==> src/rtl/regspill_pkg.sv <==
// regspill_pkg: shared state encoding and default widths for the register spill/fill engine.
package regspill_pkg;
    typedef enum logic [1:0] {IDLE, SPILL, FILL, DONE} state_t;
    localparam int DATA_W_DEF = 32;
    localparam int ADDR_W_DEF = 5;
endpackage

==> src/rtl/regspill_ptr.sv <==
// regspill_ptr: wrapping register pointer with remaining-word count.
// The count is one bit wider than the pointer so that a full range of 2^ADDR_W registers fits.
module regspill_ptr
    import regspill_pkg::*;
#(
    parameter int ADDR_W = ADDR_W_DEF
) (
    input  logic              clock,
    input  logic              reset_n,
    input  logic              load,
    input  logic              step,
    input  logic [ADDR_W-1:0] first_reg,
    input  logic [ADDR_W-1:0] last_reg,
    output logic [ADDR_W-1:0] ptr,
    output logic [ADDR_W:0]   count,
    output logic              is_last
);
    logic [ADDR_W-1:0] span;
    assign span    = last_reg - first_reg;
    assign is_last = count == (ADDR_W+1)'(1);
    always_ff @(posedge clock or negedge reset_n) begin
        if (!reset_n) begin
            ptr   <= '0;
            count <= '0;
        end else if (load) begin
            ptr   <= first_reg;
            count <= {1'b0, span} + (ADDR_W+1)'(1);
        end else if (step) begin
            ptr   <= ptr + ADDR_W'(1);
            count <= count - (ADDR_W+1)'(1);
        end
    end
endmodule

==> src/rtl/regspill.sv <==
// regspill: streams a register range out (spill) or in (fill) through a register-file port.
// Optional running checksum of transferred words is enabled by defining REGSPILL_CHECKSUM_EN.
module regspill
    import regspill_pkg::*;
#(
    parameter int DATA_W = DATA_W_DEF,
    parameter int ADDR_W = ADDR_W_DEF
) (
    input  logic              clock,
    input  logic              reset_n,
    input  logic              start_spill,
    input  logic              start_fill,
    input  logic [ADDR_W-1:0] first_reg,
    input  logic [ADDR_W-1:0] last_reg,
    output logic [ADDR_W-1:0] rf_addr_read,
    input  logic [DATA_W-1:0] rf_data_read,
    output logic [ADDR_W-1:0] rf_addr_write,
    output logic              rf_en_write,
    output logic [DATA_W-1:0] rf_data_write,
    output logic              so_valid,
    input  logic              so_ready,
    output logic [DATA_W-1:0] so_data,
    output logic              so_last,
    input  logic              si_valid,
    output logic              si_ready,
    input  logic [DATA_W-1:0] si_data,
    output logic              busy,
    output logic              done,
    output logic [DATA_W-1:0] checksum
);
    state_t            state;
    logic [ADDR_W-1:0] ptr;
    logic [ADDR_W:0]   count;
    logic              is_last;
    logic              load;
    logic              xfer;

    assign load          = (state == IDLE) && (start_spill || start_fill);
    assign so_valid      = state == SPILL;
    assign si_ready      = state == FILL;
    assign xfer          = (so_valid && so_ready) || (si_ready && si_valid);
    assign busy          = so_valid || si_ready;
    assign done          = state == DONE;
    assign rf_addr_read  = ptr;
    assign so_data       = rf_data_read;
    assign so_last       = so_valid && is_last;
    assign rf_addr_write = ptr;
    assign rf_en_write   = si_ready && si_valid;
    assign rf_data_write = si_data;

    regspill_ptr #(.ADDR_W(ADDR_W)) u_ptr (
        .clock     (clock),
        .reset_n   (reset_n),
        .load      (load),
        .step      (xfer),
        .first_reg (first_reg),
        .last_reg  (last_reg),
        .ptr       (ptr),
        .count     (count),
        .is_last   (is_last)
    );

    // Spill has priority when both starts arrive together.
    always_ff @(posedge clock or negedge reset_n) begin
        if (!reset_n)
            state <= IDLE;
        else
            case (state)
                IDLE:        state <= start_spill ? SPILL : start_fill ? FILL : IDLE;
                SPILL, FILL: state <= (xfer && is_last) ? DONE : state;
                default:     state <= IDLE;
            endcase
    end

`ifdef REGSPILL_CHECKSUM_EN
    always_ff @(posedge clock or negedge reset_n) begin
        if (!reset_n)
            checksum <= '0;
        else if (load)
            checksum <= '0;
        else if (xfer)
            checksum <= checksum + (so_valid ? rf_data_read : si_data);
    end
`else
    assign checksum = '0;
`endif
endmodule

==> config.mk <==
export PLATFORM = sky130hd
export DESIGN_NAME = regspill
export DESIGN_NICKNAME = d
export VERILOG_FILES = /design/src/rtl/regspill_pkg.sv /design/src/rtl/regspill_ptr.sv /design/src/rtl/regspill.sv
export SDC_FILE = /design/constraint.sdc
export NUM_CORES = 1
export LEC_CHECK = 0
export BUFFER_PORTS_ARGS = -buffer_cell sky130_fd_sc_hd__buf_2
export CAP_MARGIN = 20
export CELL_PAD_IN_SITES_DETAIL_PLACEMENT = 1
export CELL_PAD_IN_SITES_GLOBAL_PLACEMENT = 2
export CORE_MARGIN = 3
export CORE_UTILIZATION = 16
export DETAILED_ROUTE_END_ITERATION = 7
export GPL_TIMING_DRIVEN = 0
export HOLD_SLACK_MARGIN = 0.15
export PLACE_DENSITY = 0.84
export SLEW_MARGIN = 10
export SYNTH_ARGS = -nofsm -noshare
export SYNTH_HDL_FRONTEND = slang
export SYNTH_SLANG_ARGS = --single-unit
==> constraint.sdc <==
create_clock -name clock -period 1.6 [get_ports clock]
set_input_delay 0 -clock clock [delete_from_list [all_inputs] [get_ports clock]]
set_output_delay 0 -clock clock [all_outputs]
set_load 0.005 [all_outputs]
# After elaboration in Yosys (flattened, before gate mapping)
# Index checks and enable logic that the tools add are counted.
[word_totals] ff_bits=13 inputBits=80 output_inout_bits=112 wordCells=31
[classes] add_sub_neg=4 n_eq_ne=5 mux=8 n_reduce_logical=11
[ops] cell="$mux W6" count=2
[ops] cell="$mux W5" count=2
[ops] cell="$add A5 B1 Y6 const B" count=1
[ops] cell="$eq A6 B1 Y1 const B" count=1
[ops] cell="$mux W2" count=3
[ops] cell="$sub A6 B1 Y6 const B" count=1
[ops] cell="$add A5 B1 Y5 const B" count=1
[ops] cell="$logic_and A1 B1 Y1" count=5
[ops] cell="$sub A5 B5 Y5" count=1
[ops] cell="$eq A2 B2 Y1 const B" count=2
[ops] cell="$pmux W2 S2" count=1
[ops] cell="$logic_or A1 B1 Y1" count=3
[ops] cell="$eq A2 B1 Y1 const B" count=1
[ops] cell="$logic_not A2 Y1" count=1
[ops] cell="$ne A2 B2 Y1 const B" count=1
[ops] cell="$reduce_bool A2 Y1" count=1
[ops] cell="$reduce_or A2 Y1" count=1

# Depth between registers and ports, before layout
# Gate-level depths: netlist of run 1.
[depth] ltp_word=6 depth_mapped=9 depth_no_buf=9

# By module
# Synthesis of run 1 repeated with hierarchy kept, for this count alone.
[hier_totals] cells_unflattened=213 hier_area_um2=1793.0
[by_module_without_submodules] mod="regspill" instances=1 cells_each=124 area_per_inst_um2=972.2 seq_area_each_um2=50.0
[by_module_without_submodules] mod="regspill_ptr" instances=1 cells_each=89 area_per_inst_um2=820.8 seq_area_each_um2=275.3

# Worst setup path before layout of run 1
# OpenSTA, ideal clock, no wires.
[synth_path] path_kind="input to register" start="input last_reg[0]" end="register u_ptr.count[4]" setup_time_ns=0.124 arrival_ns=1.490 required_ns=1.476 slack_ns=-0.014 path_stages=8 path_buffers=0 path_cell_list="inv_1 -> ha_1 -> inv_1 -> fa_1 -> xnor2_1 -> and2b_1 -> and3b_1 -> o31a_1"
[synth_between] elab_chain_len=3
[synth_rtl] item="start: declaration" line="regspill.sv:14" rtl="input logic [ADDR_W-1:0] last_reg,"
[synth_rtl] item="$sub A5 B5 Y5" line="regspill_ptr.sv:19" rtl="assign span = last_reg - first_reg;"
[synth_rtl] item="$add A5 B1 Y6" line="regspill_ptr.sv:27" rtl="count <= {1'b0, span} + (ADDR_W+1)'(1);"
[synth_rtl] item="$mux W6" line="regspill_ptr.sv:25" rtl="end else if (load) begin"
[synth_rtl] item="end signal: assignment" line="regspill_ptr.sv:27"
[synth_rtl] item="end signal: assignment" line="regspill_ptr.sv:30" rtl="count <= count - (ADDR_W+1)'(1);"
[synth_rtl] item="end: declaration" line="regspill_ptr.sv:15" rtl="output logic [ADDR_W:0] count,"
# No other way between the ends.
# A chain may end at the register's enable or synchronous reset.

# Final worst setup path of run 1
[layout_path] start="register state[0]" end="register u_ptr.count[4]"
[layout_between] elab_chain_len=4 elab_cells_between_ends=9 cone_classes="eq/ne (2); mux (1); reduce/logical (6)"
[layout_rtl] item="start: declaration" line="regspill.sv:31" rtl="state_t state;"
[layout_rtl] item="start signal: assignment" line="regspill.sv:69" rtl="IDLE: state <= start_spill ? SPILL : start_fill ? FILL : IDLE;"
[layout_rtl] item="start signal: assignment" line="regspill.sv:70" rtl="SPILL, FILL: state <= (xfer && is_last) ? DONE : state;"
[layout_rtl] item="$eq A2 B1 Y1 / $eq A2 B2 Y1 (equally long branches)" line="regspill.sv:39, regspill.sv:40"
[layout_rtl] item="$logic_and A1 B1 Y1" line="regspill.sv:41" rtl="assign xfer = (so_valid && so_ready) || (si_ready && si_valid);"
[layout_rtl] item="$logic_or A1 B1 Y1" line="regspill.sv:41"
[layout_rtl] item="$reduce_bool A2 Y1 (no source line)"
# Parallel ways exist; a longest one is shown, timed or not.

==> summary.txt, run 1 <==
Outcome
  • Status: finished clean

Finish
  • Commonest non-fill, non-tap cells in the layout: 108 x buf_4, 97 x buf_2, 32 x conb_1
  • Register area: 327 um2
  • # diodes: 0
  • Area occupied by multi-input gates: 835 um2
  • Nets: 458
  • Commonest non-fill, non-tap cell in the layout: buf_4
  • Share of layout cells above drive strength 1: 0.635
  • P&R area growth vs syn: 60.4%
  • Filler instances: 1306

Job
  • Number of max-cap violations: 0

Detailed routing
  • Final wirelength: 4960 um
  • Routed via count: 1735
  • DRT iter0 DRCs: 10
  • Final ANT Viol Nets: 0
  • Vias per cell: 3.47
  • Wire length per cell: 9.92 um
  • DRC viols: 0
  • DRT Pass-1 Iters: 4

Critical path
  • Setup crit end: u_ptr.count[4]
  • Reg2reg start: state[0]
  • Worst setup EP type: flip-flop
  • Worst Path Class, Setup: reg2reg
  • Worst Setup SP: state[0]
  • Crit path max fanout: 5
  • Worst reg2reg path depth: 8
  • CP startpoint kind: flip-flop
  • Crit path DAT: 1.69 ns
  • R2R Setup Slk: 0.03 ns
  • Capturing point of the worst reg2reg path: u_ptr.count[4]
  • CP Data Required Time: 1.72 ns

Global routing
  • First-pass GRT wire length: 7730 um
  • Initial antenna violation count: 0
  • Grt ovf: 0
  • Tot GR Track Use: 0.0723
  • Maximum number of pins on one net before global-route repair: 14
  • Vias in the first global route: 1837

Power and ir drop
  • VDD IR-drop max: 0.291 mV
  • Leakage: 1.59 nW
  • Pwr Total: 0.00296 W
  • Pwr dens: 1040 nW/um2

STA
  • RSZ-0062 raised after global routing: yes
  • Final Hold Violating Endpoints: 0
  • Min cycle time layout: 1.57 ns
  • Fmax: 638 MHz
  • Post-Route Skew: 0.00234 ns
  • Setup ws final: 0.0318 ns
  • Final Max Tran Viols: 0
  • Tcrit/Tclk final: 0.980
  • Final setup fails: 0

Yosys
  • Syn Inst Count: 216
  • Netlist area before placement: 1770 um2
  • Sequential area share after synthesis: 0.184
  • Post-Syn Area per Cell: 8.18 um2
  • Synth area leaders: buf_4 43%, dfrtp_1 18%, ha_1 8.5%, xor2_1 4.0%, xnor2_1 3.0%
  • Synth Register Bits: 13
  • Cell variety after synth: 32
  • Ys Warns: 0
  • Yosys top cell by area: buf_4
  • Top cell type's share of synthesized area: 0.429

Placement
  • Dpl hpwl: 4300 um
  • GPL Wtd Cong: 0.682
  • Input/output buffers: 95
  • DP Worst Slack: -0.213 ns

Floorplan
  • Full die area: 12300 um2
  • Core area: 10600 um2
  • Cell Rows: 37
  • Die X: 111 um
  • Die height: 111 um
  • Starting Density: 0.167
  • I/O pins: 192

Clocking
  • Clock Latency Late Sink: 0.24 ns
  • Cts bufs inserted: 3
  • Clock tree root driver cell: clkbuf_8
  • Bufs on Longest Clock Path: 2
  • H-tree Lvls: 1
  • Reg clk slew, reported paths: 0.05 ns
  • CTS tree: built
  • Num Clock Sinks: 13

Worst hold path
  • Min-delay worst type: in2out
[Yosys cell counts (all sizes together)]
master	n
nor3	3
nand3	1
a21oi	11
a21boi	1
and2b	1
nand3b	2
nor3b	1
buf	102
xnor2	7
nand4	3
a31oi	3
nand2	8
dfrtp	13
fa	1
inv	12
nor4	1
o21ai	4
conb	1
a21o	1
and3b	1
xor2	8
o31a	1
and2	2
clkbuf	2
a22oi	1
a22o	1
nor2	12
ha	12
[worst max-delay path, cell delays in order, from the launching register on]
cell     delay [ns]
dfrtp_1        0.38
buf_6          0.12
ha_4           0.17
a22o_4         0.24
buf_6          0.13
nand3_2        0.08
xor2_2         0.15
nand2_1        0.07
o31a_1         0.10
[logic make-up (layout without fill, tap and decap cells)]
kind of cell	count (synthesis)	in the layout	synth area share
AOI/OAI and AO/OA	23	23	0.0779
xor gates and xnor gates	15	15	0.0786
adders and majority gates	13	13	0.0962
buffers and inverters	116	233	0.461
DFF	13	13	0.184
other	1	32	0.00212
and+or+nand+nor	35	35	0.0998
[sequential cells by signal, summed over array words and instances (netlist names)]
register	count
u_ptr.ptr	5
state	2
u_ptr.count	6
[metrics by stage]
stage                     cells  instance area [um2]  hold WS (ns)  utilization  setup TNS, ns
final                       500                 2840         0.166        0.269              0
after global routing        500                 2840         0.169        0.269        -0.0407
after CTS                   495                 2730         0.167        0.259              0
after detailed placement    478                 2540       -0.0969        0.241         -0.898
after global placement      478                 2540        -0.103        0.241         -0.571
after floorplan             247                 1890        -0.296            -              0
[layout make-up]
| cell class | count | share of cell area |
|---|---|---|
| multi-input combinational | 118 | 0.294 |
| buffer | 104 | 0.275 |
| timing repair buffer | 113 | 0.224 |
| sequential | 13 | 0.115 |
| tap | 136 | 0.0600 |
| clock buffer | 4 | 0.0159 |
| inverter | 12 | 0.0159 |
[metal layers]
metal | up-vias | GRT usage | wire length [um]
met2 | 100 | 0.157 | 2930
li1 | 847 | - | -
met1 | 781 | 0.0614 | 1480
met3 | 7 | 0.0153 | 443
met4 | 0 | 0.0292 | 111
met5 | - | 0 | 0
[worst min path at each step]
| stage | slack [ns] | to | cells past startpoint | startpoint |
|---|---|---|---|---|
| floorplan | -0.30 | state[0] | 0 | reset_n |
| global placement | -0.10 | state[0] | 1 | reset_n |
| detailed placement | -0.1 | state[1] | 1 | reset_n |
| CTS | 0.17 | rf_data_write[7] | 2 | si_data[7] |
| global route | 0.17 | so_data[16] | 2 | rf_data_read[16] |
| finish | 0.17 | so_data[0] | 2 | rf_data_read[0] |
[power by group]
part / total (W) / internal (W) / leakage (nW) / switching [W]
sequential: 0.000700 / 0.000506 / 0.148 / 0.000193
combinational: 0.00197 / 0.00107 / 1.42 / 0.000908
clock: 0.000288 / 0.000176 / 0.0228 / 0.000112
[what timing repair did]
item,CTS,global route
resized for setup,8,15
pin swaps,1,8
hold buffers,8,0
setup buffers,5,4
endpoints found under the setup margin,12,13
endpoints found under the hold margin,20,0
gates cloned,0,1
Power figures use the tool's default switching activity.
==> run 2, diff against run 1 <==
--- a/config.mk
+++ b/config.mk
@@ -5,16 +5,17 @@
 export SDC_FILE = /design/constraint.sdc
 export NUM_CORES = 1
 export LEC_CHECK = 0
-export BUFFER_PORTS_ARGS = -buffer_cell sky130_fd_sc_hd__buf_2
-export CAP_MARGIN = 20
+export CAP_MARGIN = 5
 export CELL_PAD_IN_SITES_DETAIL_PLACEMENT = 1
 export CELL_PAD_IN_SITES_GLOBAL_PLACEMENT = 2
 export CORE_MARGIN = 3
-export CORE_UTILIZATION = 16
+export CORE_UTILIZATION = 25
+export CTS_CLUSTER_SIZE = 10
 export DETAILED_ROUTE_END_ITERATION = 7
+export DONT_BUFFER_PORTS = 1
 export GPL_TIMING_DRIVEN = 0
 export HOLD_SLACK_MARGIN = 0.15
-export PLACE_DENSITY = 0.84
+export PLACE_DENSITY = 0.73
 export SLEW_MARGIN = 10
 export SYNTH_ARGS = -nofsm -noshare
 export SYNTH_HDL_FRONTEND = slang
==> run 2 against run 1 <==
Compared with the run above:
- cell count down 14%
- global-route usage is 4.6 points higher
- cell area increased by 3.5%
- sequential power up 0.7%
==> summary.txt, run 2 (synthesis results as in run 1) <==
Outcome
  • Status: finished clean

Finish
  • Final cell utilization of the core: 0.430
  • Share of layout cells above drive strength 1: 0.384
  • Commonest non-fill, non-tap cell in the layout: buf_4
  • Largest Register: u_ptr.count
  • Max reg flops: 6
  • Nets: 427
  • Commonest non-fill, non-tap cells in the layout: 109 x buf_4, 74 x dlygate4sd3_1, 32 x conb_1
  • Filler instances: 803
  • Biggest regs: u_ptr.count (6), u_ptr.ptr (5), state (2)
  • Finished Cell Area: 2940 um2
  • # diodes: 0
  • P&R area growth vs syn: 66.0%

Floorplan
  • Full die area: 8120 um2
  • Core area: 6830 um2
  • Die height: 90.1 um
  • I/O pins: 192
  • Cell Rows: 30
  • Die X: 90.1 um
  • Starting Density: 0.259

Clocking
  • Bufs on Longest Clock Path: 2
  • CTS tree: built
  • Clock tree root driver cell: clkbuf_8
  • Num Clock Sinks: 13
  • H-tree Lvls: 1
  • Clock Latency Late Sink: 0.23 ns
  • Cts bufs inserted: 3
  • Reg clk slew, reported paths: 0.05 ns

Critical path
  • Crit path DAT: 1.67 ns
  • CP Data Required Time: 1.72 ns
  • Worst Path Class, Setup: reg2reg
  • Worst setup EP type: flip-flop
  • Crit path max fanout: 9
  • CP startpoint kind: flip-flop

STA
  • Worst rel slew slack: 0.620
  • Worst Tran Pin Value: 0.568 ns
  • Final setup fails: 0
  • Post-Route Skew: 0.00297 ns
  • RSZ-0062 raised after global routing: yes
  • Final Hold Violating Endpoints: 0
  • Setup TNS: 0 ns
  • Final Max Tran Viols: 0
  • Min cycle time layout: 1.56 ns
  • Fmax: 643 MHz
  • Tcrit/Tclk final: 0.972
  • Hold slack: 0.147 ns

Global routing
  • Grt ovf: 0
  • GRT met2 Usage: 0.243
  • Maximum number of pins on one net before global-route repair: 14
  • GR met1 Demand/Resource: 0.118
  • Met3 usage: 0.0301
  • Tot GR Track Use: 0.118
  • First-pass GRT wire length: 8140 um
  • Top Usage Layer GRT: met2
  • Initial antenna violation count: 0
  • Vias in the first global route: 1761

Job
  • Number of max-cap violations: 0

Worst hold path
  • Min-delay worst type: in2reg

Detailed routing
  • Wire length per cell: 12.0 um
  • DRT iter0 DRCs: 24
  • Final ANT Viol Nets: 0
  • DRC viols: 0
  • Vias per cell: 3.76
  • DRT Pass-1 Iters: 4
  • Routed via count: 1615
  • Final wirelength: 5160 um

Placement
  • GPL Wtd Cong: 0.708
  • Dpl hpwl: 3500 um
  • Input/output buffers: 0
  • Post-Place Cell Area: 2010 um2

Power and ir drop
  • Leakage: 1.47 nW
  • VDD IR-drop max: 0.257 mV
  • Pwr dens: 932 nW/um2
## run 2: cell count changes in the layout (fill, tap and decap cells not counted), moves of 2 or more
cell	previous run	this run
nor3_1	1	3
buf_2	97	0
dlygate4sd3_1	8	74
o21ai_1	2	4
nor3_2	2	0
buf_6	3	1
## run 2: path summary, 6_finish.rpt
kind                                      from              to  slack, ns  cells after the start
max in group asynchronous              reset_n        state[1]       1.02                      1
worst max register to register        state[0]  u_ptr.count[4]       0.04                      8
worst min register to register  u_ptr.count[5]  u_ptr.count[5]       0.59                      2
worst max-delay path                  state[0]  u_ptr.count[4]       0.04                      8
worst min-delay path               start_spill  u_ptr.count[5]       0.15                      3
min in group asynchronous              reset_n    u_ptr.ptr[3]       0.20                      1
## run 2: timing repair
item	4_1_cts	5_1_grt
setup endpoints to repair	11	13
pin swaps	1	2
hold buffers	74	0
endpoints found under the hold margin	86	0
resized for setup	10	9
gates cloned	0	0
setup buffers	3	5
## run 2: power breakdown
group          switching, W  internal (W)
registers          0.000201      0.000504
clock network      0.000102      0.000175
logic              0.000808      0.000945
total               0.00111       0.00162
## run 2: worst max-delay path: stages (launching register included)
cell and delay (ns):
dfrtp_1 0.37, buf_4 0.15, ha_4 0.17, a22o_1 0.19
buf_6 0.14, nand3_4 0.09, xor2_2 0.16, nand2_1 0.07
o31a_1 0.10
## run 2: per-stage QoR
stage / cells / setup WS (ns) / total power, W
after floorplan: 247 / 0.0440 / 0.00174
after global placement: 343 / -0.189 / 0.00200
after detailed placement: 343 / -0.259 / 0.00202
after CTS: 424 / 0.0138 / 0.00260
after global routing: 429 / -0.0448 / 0.00300
final: 429 / 0.0445 / 0.00273
## run 2: cell type report
cell class / instances / area (um2) / area share
Clock buffer: 4 / 45.0 / 0.0153
Buffer: 104 / 782 / 0.266
Sequential cell: 13 / 325 / 0.111
Inverter: 12 / 45.0 / 0.0153
Multi-Input combinational cell: 118 / 817 / 0.278
Tap cell: 96 / 120 / 0.0409
Timing Repair Buffer: 82 / 801 / 0.273
## run 2: routing by layer
metal  vias up  part of all wire  wire, um
met3         2             0.093       480
met4         0            0.0052        27
met1       725              0.33      1690
li1        787                 -         -
met5         -                 0         0
met2       101              0.57      2960
==> run 3, diff against run 2 <==
--- a/config.mk
+++ b/config.mk
@@ -15,7 +15,7 @@
 export DONT_BUFFER_PORTS = 1
 export GPL_TIMING_DRIVEN = 0
 export HOLD_SLACK_MARGIN = 0.15
-export PLACE_DENSITY = 0.73
+export PLACE_DENSITY_LB_ADDON = 0.1
 export SLEW_MARGIN = 10
 export SYNTH_ARGS = -nofsm -noshare
 export SYNTH_HDL_FRONTEND = slang
==> run 3 against run 2 <==
Compared with the run above:
- sequential power up 0.7%
- register-to-register slack better by 0.03 ns
- critical path depth unchanged
- global-route usage down 0.46 points
- via count up 1.3%
- hold slack better by 0.0082 ns
- cell count down 0.47%
- clock power up 3%
==> summary.txt, run 3 (synthesis results as in run 1) <==
Placement
  • Input/output buffers: 0
  • Dpl hpwl: 3470 um
  • # placed instances: 343
  • GPL Wtd Cong: 0.659

Detailed routing
  • DRC viols: 0
  • DRT Pass-1 Iters: 3
  • Final wirelength: 4990 um
  • DRT iter0 DRCs: 29
  • Final ANT Viol Nets: 0
  • Routed via count: 1636
  • Vias per cell: 3.83
  • Wire length per cell: 11.7 um

STA
  • Final Hold Violating Endpoints: 0
  • Fmax: 654 MHz
  • Hold slack: 0.155 ns
  • Post-Route Skew: 0.00120 ns
  • Tcrit/Tclk final: 0.955
  • Final Max Tran Viols: 0
  • Worst rel slew slack: 0.615
  • Worst Tran Pin Value: 0.576 ns
  • Min cycle time layout: 1.53 ns
  • Setup TNS: 0 ns
  • Final setup fails: 0
  • RSZ-0062 raised after global routing: yes

Clocking
  • Clock Latency Late Sink: 0.24 ns
  • Num Clock Sinks: 13
  • Reg clk slew, reported paths: 0.05 ns
  • Bufs on Longest Clock Path: 2
  • Clock tree root driver cell: clkbuf_8
  • Cts bufs inserted: 3
  • CTS tree: built
  • H-tree Lvls: 1

Outcome
  • Status: finished clean

Critical path
  • Crit path max fanout: 9
  • Worst Path Class, Setup: reg2reg
  • Slowest CP cell: dfrtp_1
  • Delay-heaviest family, CP: flip-flops
  • Crit path top cell by count: buf_6
  • Crit path DAT: 1.65 ns
  • CP bufs+invs: 2
  • Worst setup EP type: flip-flop
  • CP startpoint kind: flip-flop
  • CP Data Required Time: 1.72 ns
  • Largest stage delay, worst path: 0.41 ns
  • CP Cell Sequence: buf_6 -> ha_4 -> a22o_1 -> buf_6 -> nand3_2 -> xor2_1 -> nand2_1 -> o31a_1

Floorplan
  • Die X: 90.1 um
  • Full die area: 8120 um2
  • I/O pins: 192
  • Starting Density: 0.259
  • Die height: 90.1 um
  • Core area: 6830 um2
  • Cell Rows: 30

Power and ir drop
  • Pwr dens: 913 nW/um2
  • Leakage: 1.46 nW
  • Pwr Total: 0.00265 W
  • VDD IR-drop max: 0.279 mV

Finish
  • Non-filler cells, final: 427
  • Commonest non-fill, non-tap cells in the layout: 106 x buf_4, 74 x dlygate4sd3_1, 32 x conb_1
  • Max reg flops: 6
  • Nets: 425
  • Share of layout cells above drive strength 1: 0.381
  • Largest Register: u_ptr.count
  • Register area: 325 um2
  • Area occupied by multi-input gates: 800 um2
  • Final cell utilization of the core: 0.425
  • Filler instances: 818
  • # diodes: 0
  • Commonest non-fill, non-tap cell in the layout: buf_4
  • P&R area growth vs syn: 64.3%
  • Biggest regs: u_ptr.count (6), u_ptr.ptr (5), state (2)

Global routing
  • Grt ovf: 0
  • First-pass GRT wire length: 7900 um
  • Initial antenna violation count: 0
  • Tot GR Track Use: 0.114
  • Vias in the first global route: 1720
  • Maximum number of pins on one net before global-route repair: 14

Worst hold path
  • Min-delay worst type: in2reg

Job
  • Number of max-cap violations: 0
[run 3: path summary, 6_finish.rpt]
check / start / to / depth (start not counted) / slack, ns
min in group asynchronous: reset_n / u_ptr.ptr[3] / 1 / 0.20
max in group asynchronous: reset_n / state[0] / 1 / 1.02
worst max-delay path: state[0] / u_ptr.count[4] / 8 / 0.07
worst max register to register: state[0] / u_ptr.count[4] / 8 / 0.07
worst min register to register: u_ptr.count[5] / u_ptr.count[5] / 2 / 0.60
worst min-delay path: first_reg[0] / u_ptr.count[0] / 3 / 0.15
[run 3: area by class of cell]
class                      count  share of cell area
clock buffer                   4              0.0155
buffer                       104               0.268
sequential                    13               0.112
multi-input combinational    118               0.275
timing repair buffer          80               0.272
inverter                      12              0.0155
tap                           96              0.0414
[run 3: metrics by stage]
step | setup WS, ns | area [um2]
4_1_cts | -0.0137 | 2830
2_1_floorplan | 0.0440 | 1890
6_report | 0.0716 | 2900
3_3_place_gp | -0.220 | 2010
3_5_place_dp | -0.232 | 2010
5_1_grt | -0.0235 | 2900
[run 3: layer usage]
metal	GRT usage	share of wire	up-vias	routed length, um
met4	0.0306	0.0068	0	34
met2	0.222	0.53	109	2670
met3	0.0368	0.11	2	564
met1	0.114	0.35	740	1720
met5	0	0	-	0
li1	-	-	785	-
[run 3: what timing repair did]
item / CTS / global route
hold endpoints to repair: 86 / 0
hold buffers: 74 / 0
resized for setup: 5 / 13
pin swaps: 0 / 9
endpoints found under the setup margin: 13 / 13
buffers inserted: 2 / 4
[run 3: power by group]
part	internal, W	switching (W)	total [W]
clock	0.000175	0.000108	0.000283
combinational	0.000899	0.000759	0.00166
sequential	0.000504	0.000206	0.000710
[run 3: tightest hold or removal path: stages]
cell,delay (ns)
ha_1,0.17
nor2_1,0.07
a21oi_1,0.10
